===== config.mk =====
export PLATFORM = sky130hd
export DESIGN_NAME = fifo_rd_ctrl
export DESIGN_NICKNAME = d
export VERILOG_FILES = /design/src/rtl/fifo_rd_ctrl.sv
export SDC_FILE = /design/constraint.sdc
export NUM_CORES = 1
export LEC_CHECK = 0
export ABC_AREA = 1
export ABC_CLOCK_PERIOD_IN_PS = 5400
export BUFFER_PORTS_ARGS = -buffer_cell sky130_fd_sc_hd__buf_2
export CORE_ASPECT_RATIO = 1.75
export CORE_MARGIN = 2
export CORE_UTILIZATION = 55
export CTS_CLUSTER_DIAMETER = 120
export DETAILED_ROUTE_END_ITERATION = 16
export GPL_TIMING_DRIVEN = 0
export PLACE_DENSITY = 0.78
export SETUP_SLACK_MARGIN = 0.05
export SLEW_MARGIN = 10
export SYNTH_ARGS = -nofsm -noshare
export SYNTH_HDL_FRONTEND = slang
export SYNTH_SLANG_ARGS = --single-unit

===== constraint.sdc =====
create_clock -name rd_clk -period 5.4 [get_ports rd_clk]
set_input_delay 0.27 -clock rd_clk [delete_from_list [all_inputs] [get_ports rd_clk]]
set_output_delay 0.27 -clock rd_clk [all_outputs]
set_load 0.1 [all_outputs]

===== src/rtl/fifo_rd_ctrl.sv =====
// fifo_rd_ctrl: read-domain controller of the asynchronous FIFO.
// Owns the read pointer and synchronizes the write pointer into rd_clk.
// Derives EMPTY and the fill level from the two pointers.
// Issues reads to the synchronous-read memory and presents a first-word-fall-through
// stream through a 2-entry output buffer.
// Optional feature: define FIFO_RD_ALMOST_EMPTY_EN to build the almost_empty output.
//
// Output buffer occupancy FSM:
//   state   | meaning
//   B_EMPTY | buffer holds no word, dout_valid low
//   B_ONE   | one word buffered, held in the head entry
//   B_TWO   | two words buffered, head entry plus tail entry

module fifo_rd_ctrl #(
    parameter int DEPTH     = 8,
    parameter int WIDTH     = 8,
    parameter int AE_THRESH = 2,
    localparam int PB       = $clog2(DEPTH)
) (
    input  logic             rd_clk,
    input  logic             rd_rst_n,
    input  logic [PB:0]      wr_ptr_gray_async,
    output logic [PB:0]      rd_ptr_gray,
    output logic             mem_rd_en,
    output logic [PB-1:0]    mem_rd_addr,
    input  logic [WIDTH-1:0] mem_rd_data,
    output logic [WIDTH-1:0] dout,
    output logic             dout_valid,
    input  logic             dout_ready,
    output logic             EMPTY,
    output logic [PB:0]      rd_level
`ifdef FIFO_RD_ALMOST_EMPTY_EN
    ,
    output logic             almost_empty
`endif
);

    typedef enum logic [1:0] {
        B_EMPTY = 2'd0,
        B_ONE   = 2'd1,
        B_TWO   = 2'd2
    } buf_state_e;

    logic [PB:0]      wr_sync1_q;
    logic [PB:0]      wr_sync2_q;
    logic [PB:0]      wr_sync_bin;
    logic [PB:0]      rd_ptr_q;
    logic [PB:0]      rd_ptr_d;
    logic [PB:0]      rd_gray_q;
    logic             pend_q;
    buf_state_e       state_q;
    buf_state_e       state_d;
    logic [WIDTH-1:0] buf0_q;
    logic [WIDTH-1:0] buf0_d;
    logic [WIDTH-1:0] buf1_q;
    logic [WIDTH-1:0] buf1_d;
    logic [1:0]       buf_cnt;
    logic [1:0]       occ_next;
    logic             pop;
    logic             empty_w;
    logic             rd_en_w;
    logic [PB:0]      level_w;

    // Two-flop synchronizer bringing the Gray write pointer into rd_clk.
    always_ff @(posedge rd_clk or negedge rd_rst_n) begin
        if (!rd_rst_n) begin
            wr_sync1_q <= '0;
            wr_sync2_q <= '0;
        end else begin
            wr_sync1_q <= wr_ptr_gray_async;
            wr_sync2_q <= wr_sync1_q;
        end
    end

    // Gray to binary: each binary bit is the XOR of all Gray bits at or above it.
    always_comb begin
        wr_sync_bin = '0;
        for (int i = 0; i <= PB; i++) begin
            wr_sync_bin[i] = ^(wr_sync2_q >> i);
        end
    end

    // Pointer comparison, buffer bookkeeping and read issue decision.
    always_comb begin
        empty_w  = (wr_sync_bin == rd_ptr_q);
        level_w  = wr_sync_bin - rd_ptr_q;
        buf_cnt  = state_q;
        pop      = (state_q != B_EMPTY) && dout_ready;
        // pop only happens with at least one word buffered, so this cannot underflow
        occ_next = buf_cnt + {1'b0, pend_q} - {1'b0, pop};
        rd_en_w  = !empty_w && (occ_next <= 2'd1);
        rd_ptr_d = rd_ptr_q + {{PB{1'b0}}, rd_en_w};
    end

    // Occupancy transitions and buffer data movement; the head entry is always dout.
    always_comb begin
        state_d = state_q;
        buf0_d  = buf0_q;
        buf1_d  = buf1_q;
        case (state_q)
            B_EMPTY: begin
                if (pend_q) begin
                    buf0_d  = mem_rd_data;
                    state_d = B_ONE;
                end
            end
            B_ONE: begin
                if (pend_q && pop) begin
                    buf0_d = mem_rd_data;
                end else if (pend_q) begin
                    buf1_d  = mem_rd_data;
                    state_d = B_TWO;
                end else if (pop) begin
                    state_d = B_EMPTY;
                end
            end
            B_TWO: begin
                if (pop) begin
                    buf0_d = buf1_q;
                    if (pend_q) begin
                        buf1_d = mem_rd_data;
                    end else begin
                        state_d = B_ONE;
                    end
                end
            end
            default: begin
                state_d = B_EMPTY;
            end
        endcase
    end

    // Read pointer, registered Gray copy, in-flight flag and output buffer.
    always_ff @(posedge rd_clk or negedge rd_rst_n) begin
        if (!rd_rst_n) begin
            rd_ptr_q  <= '0;
            rd_gray_q <= '0;
            pend_q    <= 1'b0;
            state_q   <= B_EMPTY;
            buf0_q    <= '0;
            buf1_q    <= '0;
        end else begin
            rd_ptr_q  <= rd_ptr_d;
            // Gray is built from the next pointer so the register toggles one bit per increment.
            rd_gray_q <= rd_ptr_d ^ (rd_ptr_d >> 1);
            pend_q    <= rd_en_w;
            state_q   <= state_d;
            buf0_q    <= buf0_d;
            buf1_q    <= buf1_d;
        end
    end

    // Output drive.
    always_comb begin
        rd_ptr_gray = rd_gray_q;
        mem_rd_en   = rd_en_w;
        mem_rd_addr = rd_ptr_q[PB-1:0];
        dout        = buf0_q;
        dout_valid  = (state_q != B_EMPTY);
        EMPTY       = empty_w;
        rd_level    = level_w;
    end

`ifdef FIFO_RD_ALMOST_EMPTY_EN
    logic [PB+1:0] ae_total;

    // Words still to be delivered: unread memory words plus buffered words.
    always_comb begin
        ae_total     = {1'b0, level_w} + {{PB{1'b0}}, buf_cnt};
        almost_empty = (ae_total <= (PB+2)'(AE_THRESH));
    end
`else
    // The threshold only matters when the almost-empty output is built in.
    logic unused_ae_thresh;
    assign unused_ae_thresh = ^AE_THRESH;
`endif

endmodule


==> run metrics <==
die extent in y 75.0 microns; CTS tree done; pin count of the biggest net entering global routing 35; global routing's busiest layer met2; HPWL after detailed placement 2.33 mm; crit path kind register to output port; setup TNS after final layout 0 ns; endpoint required time on the critical path 5.13 ns; ports placed on the boundary 37; number of global-route vias before repair 1,255; origin of the critical flop-to-flop path wr_sync2_q[3]; Synthesis Warnings 0; count of clock tree sinks 34; worst-case clock skew 0.00337 ns; area growth from synthesis to layout 19.3%; FILL cells 219; Final Setup Violations 0; ratio of final minimum period to clock period 51.5%; cell area after layout 0.00189 sq mm; buffer count from post-CTS setup fixing 0; crit-path max FO 3; buffers added on ports 36; routability cong. 0.766; total number of H-tree levels 2; capture point of the worst reg-to-reg path rd_ptr_gray[2]; highest clock frequency the design can meet 359 MHz; die outline area 0.00334 sq mm; CTS Hold Buffers Added 0; Worst R2R Path Depth 15; synthesized cell area 0.00158 sq mm; number of nets in the layout 235; Remaining Overflow, GRT 0; number of DRC markers after the initial detailed-route iteration 25; Detailed Routing Iterations Pass 1 4; setup slack of the worst register-to-register path 2.68 ns; synth unique cells 23; met1 usage in global routing 23.0%; Core Box Area 0.00272 sq mm; Final Hold Violating Endpoints 0; Avg WL per Cell 12.9 microns; relative slew slack 52.2%; Initial Util 58.2%; n_diodes 0; DRC violations left 0; drt via density 5.24; unrepaired setup endpoints after global routing no; met2 global-route usage 39.3%; critical path startpoint category register; Antenna Violating Nets Remaining 0; Tightest Pin Transition 0.718 ns; share of post-route cells with drive strength above 1 26.0%; status finished, final reports clean; count of mapped cells out of synthesis 171; Post-CTS Resized 0; number of max-capacitance violations reported 0; class of the worst hold path input port to async pin; floorplan die width 44.6 microns; total nets after synthesis 192; multi-input logic area 661 sq um; clock transition at the registers of the reported paths 0.06 ns; signal arrival time at the worst endpoint 2.51 ns; endpoint kind of the worst setup timing path output port; clk_lat worst skew 0.28 ns; DRT Wirelength 3.12 mm; Row Count 25; clock buffer count from CTS 5; mean area per synthesized cell 9.26 sq um; minimum clock period after layout 2.78 ns; total number of vias 1,268; met3 track demand over resource in global routing 6.00%; timing startpoint of the critical path wr_sync2_q[3]; placed instance area 0.00180 sq mm; antenna violations before repair 0; CTS root buffer sky130_fd_sc_hd__clkbuf_8; Tot GR Track Use 22.5%; buffer levels on the longest clock path 2; Seq. cell area 851 sq um; fraction of the yosys area taken by sequential cells 53.8%; number of pins with negative max-slew slack in the final report 0; global-route wire length before repair 5.27 mm; count of state elements after synthesis 34
-- state kept, by name (all words and copies together) (netlist names) --
name         cells
wr_sync2_q       4
pend_q           1
rd_ptr_q         3
buf_cnt          2
rd_ptr_gray      4
buf1_q           8
wr_sync1_q       4
dout             8
-- how the worst max path moves through the flow --
stage	end	slack (ns)
4_1_cts	mem_rd_en	2.58
5_1_grt	rd_ptr_gray[2]	2.37
2_1_floorplan	rd_ptr_gray[2]	1.33
3_5_place_dp	rd_ptr_gray[2]	2.66
6_report	mem_rd_en	2.62
3_3_place_gp	rd_ptr_gray[2]	2.79
-- stage by stage --
stage	cells	worst slack, ns	hold WS (ns)	util, %
finish	242	2.62	0.0364	69.4
global placement	234	2.79	0.333	66.0
floorplan	171	1.33	-0.0256	-
CTS	242	2.58	0.0597	69.4
detailed placement	234	2.66	0.340	66.0
global route	242	2.37	0.0732	69.4
-- layout by cell type (no fill, tap or decap) --
cell type / n
sky130_fd_sc_hd__inv_1: 12
sky130_fd_sc_hd__xor2_1: 4
sky130_fd_sc_hd__nand3_1: 19
sky130_fd_sc_hd__a21oi_2: 1
sky130_fd_sc_hd__o31ai_1: 1
sky130_fd_sc_hd__buf_2: 36
sky130_fd_sc_hd__nand3_2: 2
sky130_fd_sc_hd__nand3_4: 1
sky130_fd_sc_hd__dfrtp_1: 34
sky130_fd_sc_hd__nand4_1: 1
sky130_fd_sc_hd__a21boi_1: 1
sky130_fd_sc_hd__o21ai_0: 1
sky130_fd_sc_hd__clkbuf_8: 6
sky130_fd_sc_hd__inv_2: 3
sky130_fd_sc_hd__clkbuf_1: 2
sky130_fd_sc_hd__xnor2_1: 6
sky130_fd_sc_hd__ha_1: 5
sky130_fd_sc_hd__fa_1: 1
sky130_fd_sc_hd__nand2_2: 1
sky130_fd_sc_hd__a21oi_1: 1
sky130_fd_sc_hd__nand2_1: 69
sky130_fd_sc_hd__nor2_1: 2
sky130_fd_sc_hd__nand2_4: 3
sky130_fd_sc_hd__nor2_4: 1
sky130_fd_sc_hd__clkinv_2: 1
sky130_fd_sc_hd__buf_6: 1
-- final cells by class --
class | count | share of cell area [%]
Clock inverter | 1 | 0.265
Tap cell | 27 | 1.79
Clock buffer | 7 | 4.57
Multi-Input combinational cell | 120 | 35.0
Timing Repair Buffer | 36 | 9.54
Sequential cell | 34 | 45.1
Inverter | 15 | 2.98
Buffer | 2 | 0.795
-- cell usage after synthesis --
library cell	instances	share of area (%)
sky130_fd_sc_hd__dfrtp_1	34	54
sky130_fd_sc_hd__nand4_1	1	0.40
sky130_fd_sc_hd__nor2_4	1	0.71
sky130_fd_sc_hd__nand2_2	1	0.40
sky130_fd_sc_hd__nand2_1	69	16
sky130_fd_sc_hd__nand3_2	2	1.3
sky130_fd_sc_hd__nand2_4	3	2.1
sky130_fd_sc_hd__o31ai_1	1	0.47
sky130_fd_sc_hd__clkbuf_1	1	0.24
sky130_fd_sc_hd__xnor2_1	6	3.3
sky130_fd_sc_hd__nand3_4	1	1.1
sky130_fd_sc_hd__nand3_1	19	6.0
sky130_fd_sc_hd__ha_1	5	4.0
sky130_fd_sc_hd__a21oi_2	1	0.55
sky130_fd_sc_hd__a21boi_1	1	0.47
sky130_fd_sc_hd__o21ai_0	1	0.32
sky130_fd_sc_hd__buf_6	1	0.71
sky130_fd_sc_hd__fa_1	1	1.3
sky130_fd_sc_hd__xor2_1	4	2.2
sky130_fd_sc_hd__nor2_1	2	0.47
sky130_fd_sc_hd__a21oi_1	1	0.32
sky130_fd_sc_hd__inv_1	12	2.8
sky130_fd_sc_hd__inv_2	3	0.71
-- routing by layer --
layer | vias to the layer above | wire length [microns]
met5 | - | 0
met4 | 0 | 81
met3 | 6 | 166
met2 | 44 | 1710
met1 | 598 | 1160
li1 | 620 | -
-- kinds of logic (layout without fill, tap and decap cells) --
group | count (synthesis) | count (layout) | synth area share [%]
simple gates | 99 | 99 | 28.9
compound gates | 5 | 5 | 2.13
flops | 34 | 34 | 53.8
xor+xnor | 10 | 10 | 5.53
buf+inv | 17 | 61 | 4.51
fa+ha+maj | 6 | 6 | 5.22
-- worst max-delay path, cell delays in order, from the launching register on --
cell and delay, ns:
sky130_fd_sc_hd__dfrtp_1 0.40, sky130_fd_sc_hd__xnor2_1 0.32, sky130_fd_sc_hd__xor2_1 0.18, sky130_fd_sc_hd__inv_1 0.09, sky130_fd_sc_hd__ha_1 0.29, sky130_fd_sc_hd__nand2_1 0.08
sky130_fd_sc_hd__nor2_1 0.04, sky130_fd_sc_hd__nand2_1 0.08, sky130_fd_sc_hd__nand2_1 0.06, sky130_fd_sc_hd__nor2_1 0.22, sky130_fd_sc_hd__buf_2 0.48
Power is not shown: default switching activity piles up to over one toggle a cycle in this logic, so the estimate is an artifact.
